$ cat src/rtl/mem_arbiter.sv
`default_nettype none
// ============================================================================
// Module      : mem_arbiter
// Description : Round-robin arbiter sharing a single-port, registered-read
//               memory between two requesters over a req/done handshake.
// Revision    : 1.0 - initial release
// ============================================================================
module mem_arbiter #(
    parameter int AW = 8,
    parameter int DW = 8
) (
    input  logic          clk,
    input  logic          rst,
    input  logic          req0,
    input  logic          we0,
    input  logic [AW-1:0] addr0,
    input  logic [DW-1:0] wdata0,
    output logic          done0,
    output logic [DW-1:0] rdata0,
    input  logic          req1,
    input  logic          we1,
    input  logic [AW-1:0] addr1,
    input  logic [DW-1:0] wdata1,
    output logic          done1,
    output logic [DW-1:0] rdata1,
    output logic          busy,
    output logic          owner,
    output logic [AW-1:0] mem_addr,
    output logic [DW-1:0] mem_val,
    output logic          mem_get,
    output logic          mem_set,
    input  logic [DW-1:0] mem_out
);

    typedef enum logic [1:0] {
        IDLE   = 2'd0,
        ACCESS = 2'd1,
        WAIT   = 2'd2,
        DONE   = 2'd3
    } state_t;

    state_t        state_q, state_d;
    logic          ptr_q, ptr_d;
    logic          owner_q, owner_d;
    logic          we_q, we_d;
    logic [AW-1:0] mem_addr_q, mem_addr_d;
    logic [DW-1:0] mem_val_q, mem_val_d;
    logic          mem_get_q, mem_get_d;
    logic          mem_set_q, mem_set_d;
    logic          done0_q, done0_d;
    logic          done1_q, done1_d;
    logic [DW-1:0] rdata0_q, rdata0_d;
    logic [DW-1:0] rdata1_q, rdata1_d;
    logic          busy_q, busy_d;
    logic          pick1;

    // ptr_q = 1 favours requester 1 on a tie; a grant always hands the tie to the other side
    always_comb begin
        state_d    = state_q;
        ptr_d      = ptr_q;
        owner_d    = owner_q;
        we_d       = we_q;
        mem_addr_d = mem_addr_q;
        mem_val_d  = mem_val_q;
        rdata0_d   = rdata0_q;
        rdata1_d   = rdata1_q;
        busy_d     = busy_q;
        mem_get_d  = 1'b0;
        mem_set_d  = 1'b0;
        done0_d    = 1'b0;
        done1_d    = 1'b0;
        pick1      = req1 && (!req0 || ptr_q);

        case (state_q)
            IDLE: begin
                if (req0 || req1) begin
                    owner_d    = pick1;
                    ptr_d      = !pick1;
                    we_d       = pick1 ? we1 : we0;
                    mem_addr_d = pick1 ? addr1 : addr0;
                    mem_val_d  = pick1 ? wdata1 : wdata0;
                    mem_set_d  = we_d;
                    mem_get_d  = !we_d;
                    busy_d     = 1'b1;
                    state_d    = ACCESS;
                end
            end
            ACCESS: begin
                if (we_q) begin
                    done0_d = !owner_q;
                    done1_d = owner_q;
                    state_d = DONE;
                end else begin
                    state_d = WAIT;
                end
            end
            WAIT: begin
                if (owner_q) begin
                    rdata1_d = mem_out;
                end else begin
                    rdata0_d = mem_out;
                end
                done0_d = !owner_q;
                done1_d = owner_q;
                state_d = DONE;
            end
            DONE: begin
                busy_d  = 1'b0;
                state_d = IDLE;
            end
            default: begin
                state_d = IDLE;
            end
        endcase
    end

    always_ff @(posedge clk) begin
        if (rst) begin
            state_q    <= IDLE;
            ptr_q      <= 1'b0;
            owner_q    <= 1'b0;
            we_q       <= 1'b0;
            mem_addr_q <= '0;
            mem_val_q  <= '0;
            mem_get_q  <= 1'b0;
            mem_set_q  <= 1'b0;
            done0_q    <= 1'b0;
            done1_q    <= 1'b0;
            rdata0_q   <= '0;
            rdata1_q   <= '0;
            busy_q     <= 1'b0;
        end else begin
            state_q    <= state_d;
            ptr_q      <= ptr_d;
            owner_q    <= owner_d;
            we_q       <= we_d;
            mem_addr_q <= mem_addr_d;
            mem_val_q  <= mem_val_d;
            mem_get_q  <= mem_get_d;
            mem_set_q  <= mem_set_d;
            done0_q    <= done0_d;
            done1_q    <= done1_d;
            rdata0_q   <= rdata0_d;
            rdata1_q   <= rdata1_d;
            busy_q     <= busy_d;
        end
    end

    assign done0    = done0_q;
    assign done1    = done1_q;
    assign rdata0   = rdata0_q;
    assign rdata1   = rdata1_q;
    assign busy     = busy_q;
    assign owner    = owner_q;
    assign mem_addr = mem_addr_q;
    assign mem_val  = mem_val_q;
    assign mem_get  = mem_get_q;
    assign mem_set  = mem_set_q;

endmodule

`default_nettype wire

$ cat config.mk
export PLATFORM = sky130hd
export DESIGN_NAME = mem_arbiter
export DESIGN_NICKNAME = d
export VERILOG_FILES = /design/src/rtl/mem_arbiter.sv
export SDC_FILE = /design/constraint.sdc
export NUM_CORES = 1
export LEC_CHECK = 0
export ABC_AREA = 1
export BUFFER_PORTS_ARGS = -buffer_cell sky130_fd_sc_hd__buf_2
export CAP_MARGIN = 25
export CORE_AREA = 4 4 74 76
export DETAILED_ROUTE_END_ITERATION = 6
export DIE_AREA = 0 0 78 80
export GPL_TIMING_DRIVEN = 0
export PLACE_DENSITY = 0.68
export SETUP_SLACK_MARGIN = 0.3
export SLEW_MARGIN = 20
export SYNTH_ARGS = -nofsm -noshare
export SYNTH_HDL_FRONTEND = slang
export SYNTH_SLANG_ARGS = --single-unit
$ cat constraint.sdc
create_clock -name clk -period 1.75 [get_ports clk]
set_input_delay 0.35 -clock clk [delete_from_list [all_inputs] [get_ports clk]]
set_output_delay 0.35 -clock clk [all_outputs]
set_load 0.005 [all_outputs]
==> results of run 1 <==
[tightest hold or removal path, stage by stage]
cell and delay [ps]:
buf_2 90, o21ai_0 70, nor2_1 70
[what timing repair did]
action                     in CTS  in global routing
setup endpoints to repair      32                 36
setup buffers                   2                  3
gates resized for setup         6                 10
gates cloned                    1                  1
[synth_stat cells]
library cell  instances  area [µm²]
nor2_1               56         210
dfxtp_1              42         841
nand2_1              42         158
inv_1                26        97.6
o21ai_0              19        95.1
nand4_1              16         100
nand3_1              14        70.1
nor2_2                9        56.3
a21oi_1               6        30.0
buf_2                 6        30.0
ha_1                  5        62.6
clkbuf_1              3        11.3
nand2_2               2        12.5
nor4_1                2        12.5
o21ai_1               2        10.0
buf_4                 1        7.51
buf_6                 1        11.3
nand2_4               1        11.3
nor2_4                1        11.3
nor2b_1               1        6.26
o21ai_4               1        16.3
[registers in the layout (all words and copies together), names as in the netlist]
register and cells:
busy 1, done0 1, done1 1, mem_addr 8, mem_get 1, mem_set 1
mem_val 8, owner 1, ptr_q 1, rdata0 8, rdata1 8, state_q 2
we_q 1
[through the flow]
step,cells,total power [mW]
global route,420,3.91
CTS,416,3.49
global placement,405,2.64
detailed placement,405,2.66
finish,420,3.63
floorplan,256,2.19
[layout make-up]
cell class	count	area (µm²)
plain buffers	11	76.3
clock buffers	5	68.8
clock inverters	3	40.0
fillers	480	2160
inverters	26	97.6
multi-input cells	178	878
flip-flops and latches	42	846
well taps	67	83.8
repair buffers	88	472
[power by group through the flow]
| stage | combinational [mW] | sequential, mW | clock [mW] |
|---|---|---|---|
| finish | 1.57 | 1.32 | 0.740 |
| global route | 1.74 | 1.36 | 0.806 |
| CTS | 1.41 | 1.32 | 0.760 |
| detailed placement | 1.33 | 1.33 | 0 |
| global placement | 1.31 | 1.33 | 0 |
| floorplan | 0.849 | 1.35 | 0 |
[cell families (layout without fill, tap and decap cells)]
kind of cell	after synthesis	after routing
and+or+nand+nor	144	144
DFF	42	42
buffers and inverters	37	133
AOI/OAI and AO/OA	28	29
adders and majority gates	5	5
[routing by layer]
layer,GRT usage,wire [µm]
met1,0.181,2170
met2,0.263,2330
met3,0.0451,305
met4,0.0420,70
met5,0,0
[worst max path at each step]
| stage | slack (ps) | depth (start not counted) | to | startpoint |
|---|---|---|---|---|
| 5_1_grt | 310 | 9 | mem_val[3] | state_q[0] |
| 6_report | 380 | 9 | mem_addr[5] | state_q[0] |
| 2_1_floorplan | 380 | 9 | mem_addr[5] | state_q[0] |
| 4_1_cts | 300 | 9 | mem_addr[0] | state_q[0] |
| 3_5_place_dp | 150 | 9 | mem_addr[5] | state_q[0] |
| 3_3_place_gp | 160 | 9 | mem_val[1] | state_q[0] |
==> impl_metrics.py, run 1 <==
metrics = {
    "hold_path": {
        "holdPathEnd": "rdata0[0]",
        "hp-start": "mem_out[0]",
        "min_path_cells": 3,
        "hp-class": "input pin to flop",
    },
    "power_and_ir_drop": {
        "comb_power_share": 0.432,
        "ir_drop_uv": 872,
        "p_sw_mw": 1.31,
        "p_leak_nw": 1.36,
        "power_density_nw_per_um2": 1420,
        "p_clk_frac": 0.204,
        "power.internal_mw": 2.32,
        "seqPwrFrac": 0.364,
        "switching_share": 0.360,
    },
    "timing": {
        "finalClockSkew_ps": 5.25,
        "timing.hold.ws_ps": 328,
        "tightest_slew_ps": 512,
        "hold_viol_final": 0,
        "finalCritPeriodShare": 0.784,
        "clock.fmax_mhz": 729,
        "finalSetupViolations": 0,
        "maxSlewHeadroom": 0.659,
        "min_period_ps": 1370,
        "grt_setup_unrepaired": "no",
        "fin_ws_ps": 378,
        "setup_tns_ps": 0,
        "final-max-slew-violation-count": 0,
    },
    "synthesis": {
        "synthMuxAreaShare": 0,
        "ys_warn_count": 0,
        "synth_nets": 307,
        "netlist_area_um2": 1860,
        "synthAdderAreaFrac": 0.0336,
        "synth.distinct_cells": 21,
        "seq_area_frac_synth": 0.452,
        "ys_ff_latch": 42,
        "synthXorXnorAreaFrac": 0,
        "synth_compound_area_frac": 0.0814,
        "avgSynthCellArea_um2": 7.27,
        "synth_top_family_by_area": "simple AND/OR/NAND/NOR gates",
        "synthSimpleGateAreaFrac": 0.348,
        "syn_inst": 256,
    },
    "floorplanning": {
        "rows": 25,
        "io_pins": 84,
        "initial_core_util": 0.394,
        "die_w_um": 78,
        "die_area_um2": 6240,
        "core_um2": 4720,
        "fp.dieH_um": 80,
    },
    "grt": {
        "gr-usage-all-layers": 0.151,
        "grt_pass1_vias": 1693,
        "grt_pass1_wl_um": 7600,
        "grt_max_degree": 14,
        "antenna_found_initial": 0,
        "grt_overflow": 0,
    },
    "worst_setup_path": {
        "path_class": "flop to flop",
        "cp_top_family": "flip-flops",
        "r2r_setup_slack_ps": 380,
        "cp.arrival_ps": 1530,
        "start_kind": "flop",
        "max_stage_delay_ps": 370,
        "cp_cell_sequence": "inv_2, ha_2, buf_6, o21ai_4, buf_6, nand2_1, nand2_1, nor2_1, nor2_1",
        "required_ps": 1910,
        "rr_worst_depth": 9,
        "worstPathMaxFanout": 9,
        "r2r_end": "mem_addr[5]",
        "path_buf_inv": 3,
        "critPathCaptureType": "flop",
        "worstReg2RegStart": "state_q[0]",
        "crit_slowest_cell": "dfxtp_4",
    },
    "route": {
        "dr.pass1.iters": 4,
        "routedWlPerCell_um": 11.6,
        "drt_iter0_markers": 93,
        "via_per_inst": 4.56,
        "final_antenna_net_count": 0,
        "drc": 0,
        "route.final.wire_length_um": 4880,
        "num_vias": 1917,
    },
    "clock_tree": {
        "clockBufferDepth": 2,
        "root_buffer": "clkbuf_8",
        "worstSkewPairLatency_ps": 280,
        "clkSlewWorstSetupHoldPaths_ps": 80,
        "cts_tree": "done",
        "ctsHoldBuffers": 0,
        "htree_num_levels": 2,
        "cts_sinks": 42,
        "numCtsBuffers": 5,
    },
    "cells_and_area": {
        "layout_common_cells": "86 x buf_2, 56 x nor2_1, 40 x nand2_1, 40 x dfxtp_1, 24 x inv_1",
        "final_common_cell": "buf_2",
        "finalNetCount": 403,
        "final_cell_area_um2": 2560,
        "drive_above_1_share": 0.357,
        "fin_util": 0.543,
        "areaGrowthSynthToFinish_pct": 37.7,
        "antenna_cells": 0,
    },
    "place": {
        "place_congestion": 0.772,
        "io_buffers": 82,
        "preCtsSetupSlack_ps": 147,
        "placed_area_um2": 2350,
        "dp_hpwl_um": 3630,
    },
    "status": {
        "run_status": "completed",
    },
    "run": {
        "maxCapViolCount": 0,
    },
}
(Power assumes the default switching activity.)
==> run 2: changes to the inputs <==
==> constraint.sdc (replaced) <==
create_clock -name clk -period 1.3 [get_ports clk]
set_input_delay 0.26 -clock clk [delete_from_list [all_inputs] [get_ports clk]]
set_output_delay 0.26 -clock clk [all_outputs]
set_load 0.005 [all_outputs]
==> run 2 against run 1 <==
Against the previous run: cell count grew 4.3%; count of clock-buffer cells in the layout is the same; flip-flop and latch count did not move; hold slack got worse by 120 ps; sequential share of layout area shrank 3.1 points; critical path type unchanged; critical endpoint unchanged; largest power group unchanged.
==> impl_metrics.py, run 2 (same netlist as run 1, synthesis figures left out) <==
metrics = {
    "cells_and_area": {
        "layout_common_cells": "73 x buf_2, 56 x nor2_1, 34 x dfxtp_2",
        "fill_cells": 424,
        "final_common_cell": "buf_2",
        "finalNetCount": 421,
        "drive_above_1_share": 0.547,
        "multiInputGateArea_um2": 1010,
        "antenna_cells": 0,
        "register_area_um2": 895,
        "areaGrowthSynthToFinish_pct": 60.9,
        "fin_util": 0.634,
        "final_cell_area_um2": 2990,
    },
    "floorplanning": {
        "io_pins": 84,
        "die_area_um2": 6240,
        "rows": 25,
        "core_um2": 4720,
        "fp.dieH_um": 80,
        "die_w_um": 78,
        "initial_core_util": 0.394,
    },
    "clock_tree": {
        "cts_sinks": 42,
        "numCtsBuffers": 5,
        "root_buffer": "clkbuf_8",
        "worstSkewPairLatency_ps": 300,
        "htree_num_levels": 2,
        "clockBufferDepth": 2,
        "clkSlewWorstSetupHoldPaths_ps": 90,
        "cts_tree": "done",
    },
    "route": {
        "final_antenna_net_count": 0,
        "via_per_inst": 4.56,
        "drc": 0,
        "route.final.wire_length_um": 5330,
        "num_vias": 1996,
        "drt_iter0_markers": 68,
        "dr.pass1.iters": 4,
        "routedWlPerCell_um": 12.2,
    },
    "power_and_ir_drop": {
        "p_clk_frac": 0.210,
        "p_sw_mw": 2.10,
        "power.internal_mw": 3.87,
        "power_density_nw_per_um2": 1990,
        "comb_power_share": 0.476,
        "ir_drop_uv": 983,
        "p_leak_nw": 1.52,
        "seqPwrFrac": 0.313,
        "switching_share": 0.352,
    },
    "timing": {
        "finalClockSkew_ps": 6.24,
        "finalSetupViolations": 0,
        "tightest_slew_ps": 466,
        "finalCritPeriodShare": 0.989,
        "clock.fmax_mhz": 778,
        "min_period_ps": 1290,
        "final-max-slew-violation-count": 0,
        "fin_ws_ps": 14.1,
        "grt_setup_unrepaired": "yes",
        "maxSlewHeadroom": 0.690,
        "hold_viol_final": 0,
    },
    "worst_setup_path": {
        "required_ps": 1530,
        "start_kind": "flop",
        "worstPathMaxFanout": 5,
        "path_class": "flop to flop",
        "critPathCaptureType": "flop",
        "cp.arrival_ps": 1520,
    },
    "grt": {
        "gr-usage-all-layers": 0.165,
        "grt_pass1_vias": 1863,
        "grt_max_degree": 15,
        "grt_overflow": 0,
        "antenna_found_initial": 0,
        "grt_pass1_wl_um": 8250,
    },
    "place": {
        "place_congestion": 0.777,
        "io_buffers": 82,
        "placed_area_um2": 2390,
        "preCtsSetupSlack_ps": -102,
        "dp_hpwl_um": 3570,
    },
    "hold_path": {
        "hp-class": "input pin to flop",
    },
    "run": {
        "maxCapViolCount": 0,
    },
    "status": {
        "run_status": "completed",
    },
}
-- run 2: cell types whose count changed in the layout (fill, tap and decap cells not counted), moves of 7 or more --
cell / change
dfxtp_2: +33
nand3_1: -7
dfxtp_1: -35
buf_4: +15
buf_6: +12
o21ai_0: -9
buf_2: -13
nand3_2: +7
nand2_1: -9
o21ai_1: +8
nand2_2: +8
-- run 2: final timing paths --
path	start	endpoint	slack (ps)	depth (start not counted)
setup / recovery	state_q[0]	mem_addr[5]	10	9
setup reg to reg	state_q[0]	mem_addr[5]	10	9
hold / removal	mem_out[4]	rdata1[4]	210	3
hold reg to reg	rdata1[5]	rdata1[5]	470	2
-- run 2: final cells by class --
| type | instances | area share |
|---|---|---|
| clock buffers | 5 | 0.0230 |
| plain buffers | 11 | 0.0267 |
| flip-flops and latches | 42 | 0.299 |
| clock inverters | 3 | 0.0230 |
| multi-input cells | 180 | 0.336 |
| inverters | 26 | 0.0351 |
| well taps | 67 | 0.0280 |
| repair buffers | 104 | 0.229 |
-- run 2: power groups by stage --
stage,clock [mW],sequential (mW),combinational [mW]
finish,1.25,1.87,2.84
CTS,1.27,1.85,2.37
global route,1.34,1.92,3.13
floorplan,0,1.82,1.25
global placement,0,1.81,1.86
detailed placement,0,1.81,1.88
-- run 2: what timing repair did --
item	in CTS	in global routing
hold buffers	0	0
gates resized for setup	51	45
hold endpoints to repair	0	0
setup endpoints to repair	74	80
cloned	4	1
pin swaps	3	9
setup buffers	11	9
-- run 2: stage by stage --
step           setup TNS, ps  total power, mW  hold WS [ps]  cells
4_1_cts                    0             5.48           222    428
6_report                   0             5.97           209    438
2_1_floorplan              0             3.07           424    256
3_3_place_gp            -882             3.67           458    405
3_5_place_dp           -1080             3.69           467    405
5_1_grt                 -977             6.40           213    438
-- run 2: metal layers --
layer  wire length [µm]  track usage  vias up
met5                  0            0        -
met4                 45       0.0367        0
met3                345       0.0542        6
met2               2570        0.286       53
met1               2370        0.197      888
li1                   -            -     1049
-- run 2: critical path: stages, from the launching register on --
cell and delay [ps]:
dfxtp_4 360, inv_4 70, ha_4 140, inv_1 60, nor2_4 140, nand2_4 90, clkbuf_16 170, nor2_2 70
nor2_1 50, nor2_1 80
==> run 3: changes to the inputs <==
==> config.mk (replaced) <==
export PLATFORM = sky130hd
export DESIGN_NAME = mem_arbiter
export DESIGN_NICKNAME = d
export VERILOG_FILES = /design/src/rtl/mem_arbiter.sv
export SDC_FILE = /design/constraint.sdc
export NUM_CORES = 1
export LEC_CHECK = 0
export ABC_AREA = 0
export BUFFER_PORTS_ARGS = -buffer_cell sky130_fd_sc_hd__buf_2
export CAP_MARGIN = 25
export CORE_AREA = 4 4 71 73
export DETAILED_ROUTE_END_ITERATION = 6
export DIE_AREA = 0 0 75 77
export GPL_TIMING_DRIVEN = 0
export PLACE_DENSITY = 0.7
export SETUP_SLACK_MARGIN = 0.05
export SLEW_MARGIN = 20
export SYNTH_ARGS = -nofsm -noshare
export SYNTH_HDL_FRONTEND = slang
export SYNTH_SLANG_ARGS = --single-unit
==> run 3 against run 2 <==
Against the previous run: the flow now finishes with violations (setup timing); synthesized cell count is 34% lower; count of clock-buffer cells in the layout increased by 1; fmax fell by 11%; power fell by 9.5%; flip-flop and latch count did not move; die area fell by 7.5%; combinational power is 8.8% lower; worst setup slack got worse by 160 ps; critical path type unchanged.
==> impl_metrics.py, run 3 <==
metrics = {
    "status": {
        "run_status": "complete, but fails checks",
        "failed_checks": "setup timing",
    },
    "clock_tree": {
        "cts_sinks": 42,
        "clkSlewWorstSetupHoldPaths_ps": 80,
        "cts_tree": "done",
        "root_buffer": "clkbuf_8",
        "clockBufferDepth": 2,
        "htree_num_levels": 2,
        "numCtsBuffers": 5,
        "worstSkewPairLatency_ps": 290,
    },
    "timing": {
        "min_period_ps": 1450,
        "fin_ws_ps": -149,
        "clock.fmax_mhz": 690,
        "finalSetupViolations": 19,
        "finalCritPeriodShare": 1.11,
        "finalClockSkew_ps": 12.7,
        "final-max-slew-violation-count": 0,
        "tightest_slew_ps": 563,
        "grt_setup_unrepaired": "yes",
        "hold_viol_final": 0,
        "maxSlewHeadroom": 0.625,
    },
    "cells_and_area": {
        "multiInputGateArea_um2": 932,
        "antenna_cells": 0,
        "finalNetCount": 324,
        "register_area_um2": 847,
        "drive_above_1_share": 0.555,
        "areaGrowthSynthToFinish_pct": 54.8,
        "fill_cells": 389,
        "final_common_cell": "buf_2",
        "layout_common_cells": "83 x buf_2, 39 x dfxtp_1, 15 x nor3b_1",
        "final_cell_area_um2": 2690,
    },
    "floorplanning": {
        "die_w_um": 75,
        "die_area_um2": 5780,
        "fp.dieH_um": 77,
        "io_pins": 84,
        "rows": 24,
        "initial_core_util": 0.399,
        "core_um2": 4350,
    },
    "place": {
        "placed_area_um2": 2230,
        "dp_hpwl_um": 3300,
        "place_congestion": 0.704,
        "io_buffers": 81,
    },
    "grt": {
        "gr-usage-all-layers": 0.157,
        "antenna_found_initial": 0,
        "grt_overflow": 0,
        "grt_max_degree": 14,
        "grt_pass1_wl_um": 7130,
        "grt_pass1_vias": 1499,
    },
    "power_and_ir_drop": {
        "fin_total_pwr_mw": 5.40,
        "comb_power_share": 0.480,
        "switching_share": 0.321,
        "ir_drop_uv": 932,
        "p_clk_frac": 0.188,
        "seqPwrFrac": 0.332,
        "power_density_nw_per_um2": 2010,
        "p_sw_mw": 1.73,
        "p_leak_nw": 1.25,
        "power.internal_mw": 3.67,
    },
    "synthesis": {
        "synthFlopType": "dfxtp_1",
        "synth_most_common_cell": "dfxtp_1",
        "netlist_area_um2": 1740,
        "postSynth.asyncResetShare": 0,
        "ys_ff_latch": 42,
        "avgSynthCellArea_um2": 10.3,
        "seq_area_frac_synth": 0.484,
        "synth_top_area_frac": 0.484,
        "ys_warn_count": 0,
        "synth_nets": 219,
        "syn_inst": 168,
        "synth_area_leader_cell": "dfxtp_1",
        "synthTopCellsByCount": "42 x dfxtp_1, 17 x nor3b_1, 13 x a21oi_1, 13 x nand2_1",
        "synth_edf_count": 0,
        "synthTopCellsByArea": "dfxtp_1 48%, nor3b_1 7.4%, a221o_1 5.8%",
        "synth.distinct_cells": 32,
    },
    "route": {
        "drt_iter0_markers": 71,
        "num_vias": 1663,
        "via_per_inst": 5.10,
        "routedWlPerCell_um": 14.5,
        "dr.pass1.iters": 4,
        "final_antenna_net_count": 0,
        "route.final.wire_length_um": 4720,
        "drc": 0,
    },
    "worst_setup_path": {
        "required_ps": 1480,
        "cp.arrival_ps": 1630,
        "worstPathMaxFanout": 10,
        "path_class": "flop to flop",
        "critPathCaptureType": "flop",
        "start_kind": "flop",
    },
    "run": {
        "maxCapViolCount": 0,
    },
    "hold_path": {
        "hp-class": "input pin to flop",
    },
}
==> run 3: cell types whose count changed after synthesis, moves of 6 or more <==
cell     before  now
nand2_1      42   13
nor2_2        9    0
nand4_1      16    0
nor3b_1       0   17
a221o_2       0    6
o21ai_0      19    2
a21oi_1       6   13
a221o_1       0   10
mux2i_1       0    8
nor2_1       56   10
inv_1        26    3
==> run 3: kinds of logic after synthesis <==
| logic type | Yosys count | synth area share |
|---|---|---|
| and+or+nand+nor | 57 | 0.191 |
| DFF | 42 | 0.485 |
| AOI/OAI and AO/OA | 39 | 0.186 |
| buffers and inverters | 17 | 0.0562 |
| muxes | 8 | 0.0461 |
| adders and majority gates | 5 | 0.0360 |
==> run 3: power by group through the flow <==
stage               registers [mW]  clock network, mW  logic, mW
global placement              1.79                  0       1.64
CTS                           1.79               1.05       2.14
finish                        1.79               1.02       2.59
global route                  1.83               1.10       2.80
floorplan                     1.81                  0       1.08
detailed placement            1.79                  0       1.67
==> run 3: critical path: stages (launching register included) <==
cell     delay, ps
dfxtp_4        370
inv_4           40
ha_4           180
and4b_1        190
buf_6          140
buf_8          130
a221o_1        290
==> run 3: timing repair <==
item / 4_1_cts / 5_1_grt
pin swaps: 10 / 5
hold buffers: 0 / 0
setup buffers: 9 / 7
setup endpoints to repair: 39 / 41
resized for setup: 31 / 20
cloned: 2 / 1
==> run 3: final timing paths <==
kind | start | to | slack (ps) | cells past startpoint
setup reg to reg | state_q[1] | mem_addr[1] | -150 | 6
hold reg to reg | rdata1[1] | rdata1[1] | 460 | 2
setup / recovery | state_q[1] | mem_addr[1] | -150 | 6
hold / removal | wdata1[2] | mem_val[2] | 180 | 2
==> run 3: layer usage <==
metal / wire length, µm / vias up / GRT usage
met5: 0 / - / 0
met4: 35 / 0 / 0.0374
met3: 464 / 5 / 0.0627
met2: 2220 / 74 / 0.248
met1: 2010 / 756 / 0.198
li1: - / 828 / -
==> run 3: stage by stage <==
step            util  worst slack, ps  hold WS (ps)  cells  TNS, ps
6_report       0.617             -149           180    326    -2040
5_1_grt        0.617             -204           173    326    -3560
4_1_cts        0.579             -155           172    319    -1970
3_5_place_dp   0.511             -200           445    301    -3870
3_3_place_gp   0.511             -160           446    301    -3570
2_1_floorplan      -            -81.6           398    168     -963
==> run 3: cell type report <==
cell class | instances | share of cell area
inverters | 3 | 0.00605
multi-input cells | 109 | 0.347
well taps | 52 | 0.0242
repair buffers | 98 | 0.221
plain buffers | 14 | 0.0452
clock inverters | 2 | 0.0140
flip-flops and latches | 42 | 0.315
clock buffers | 6 | 0.0270
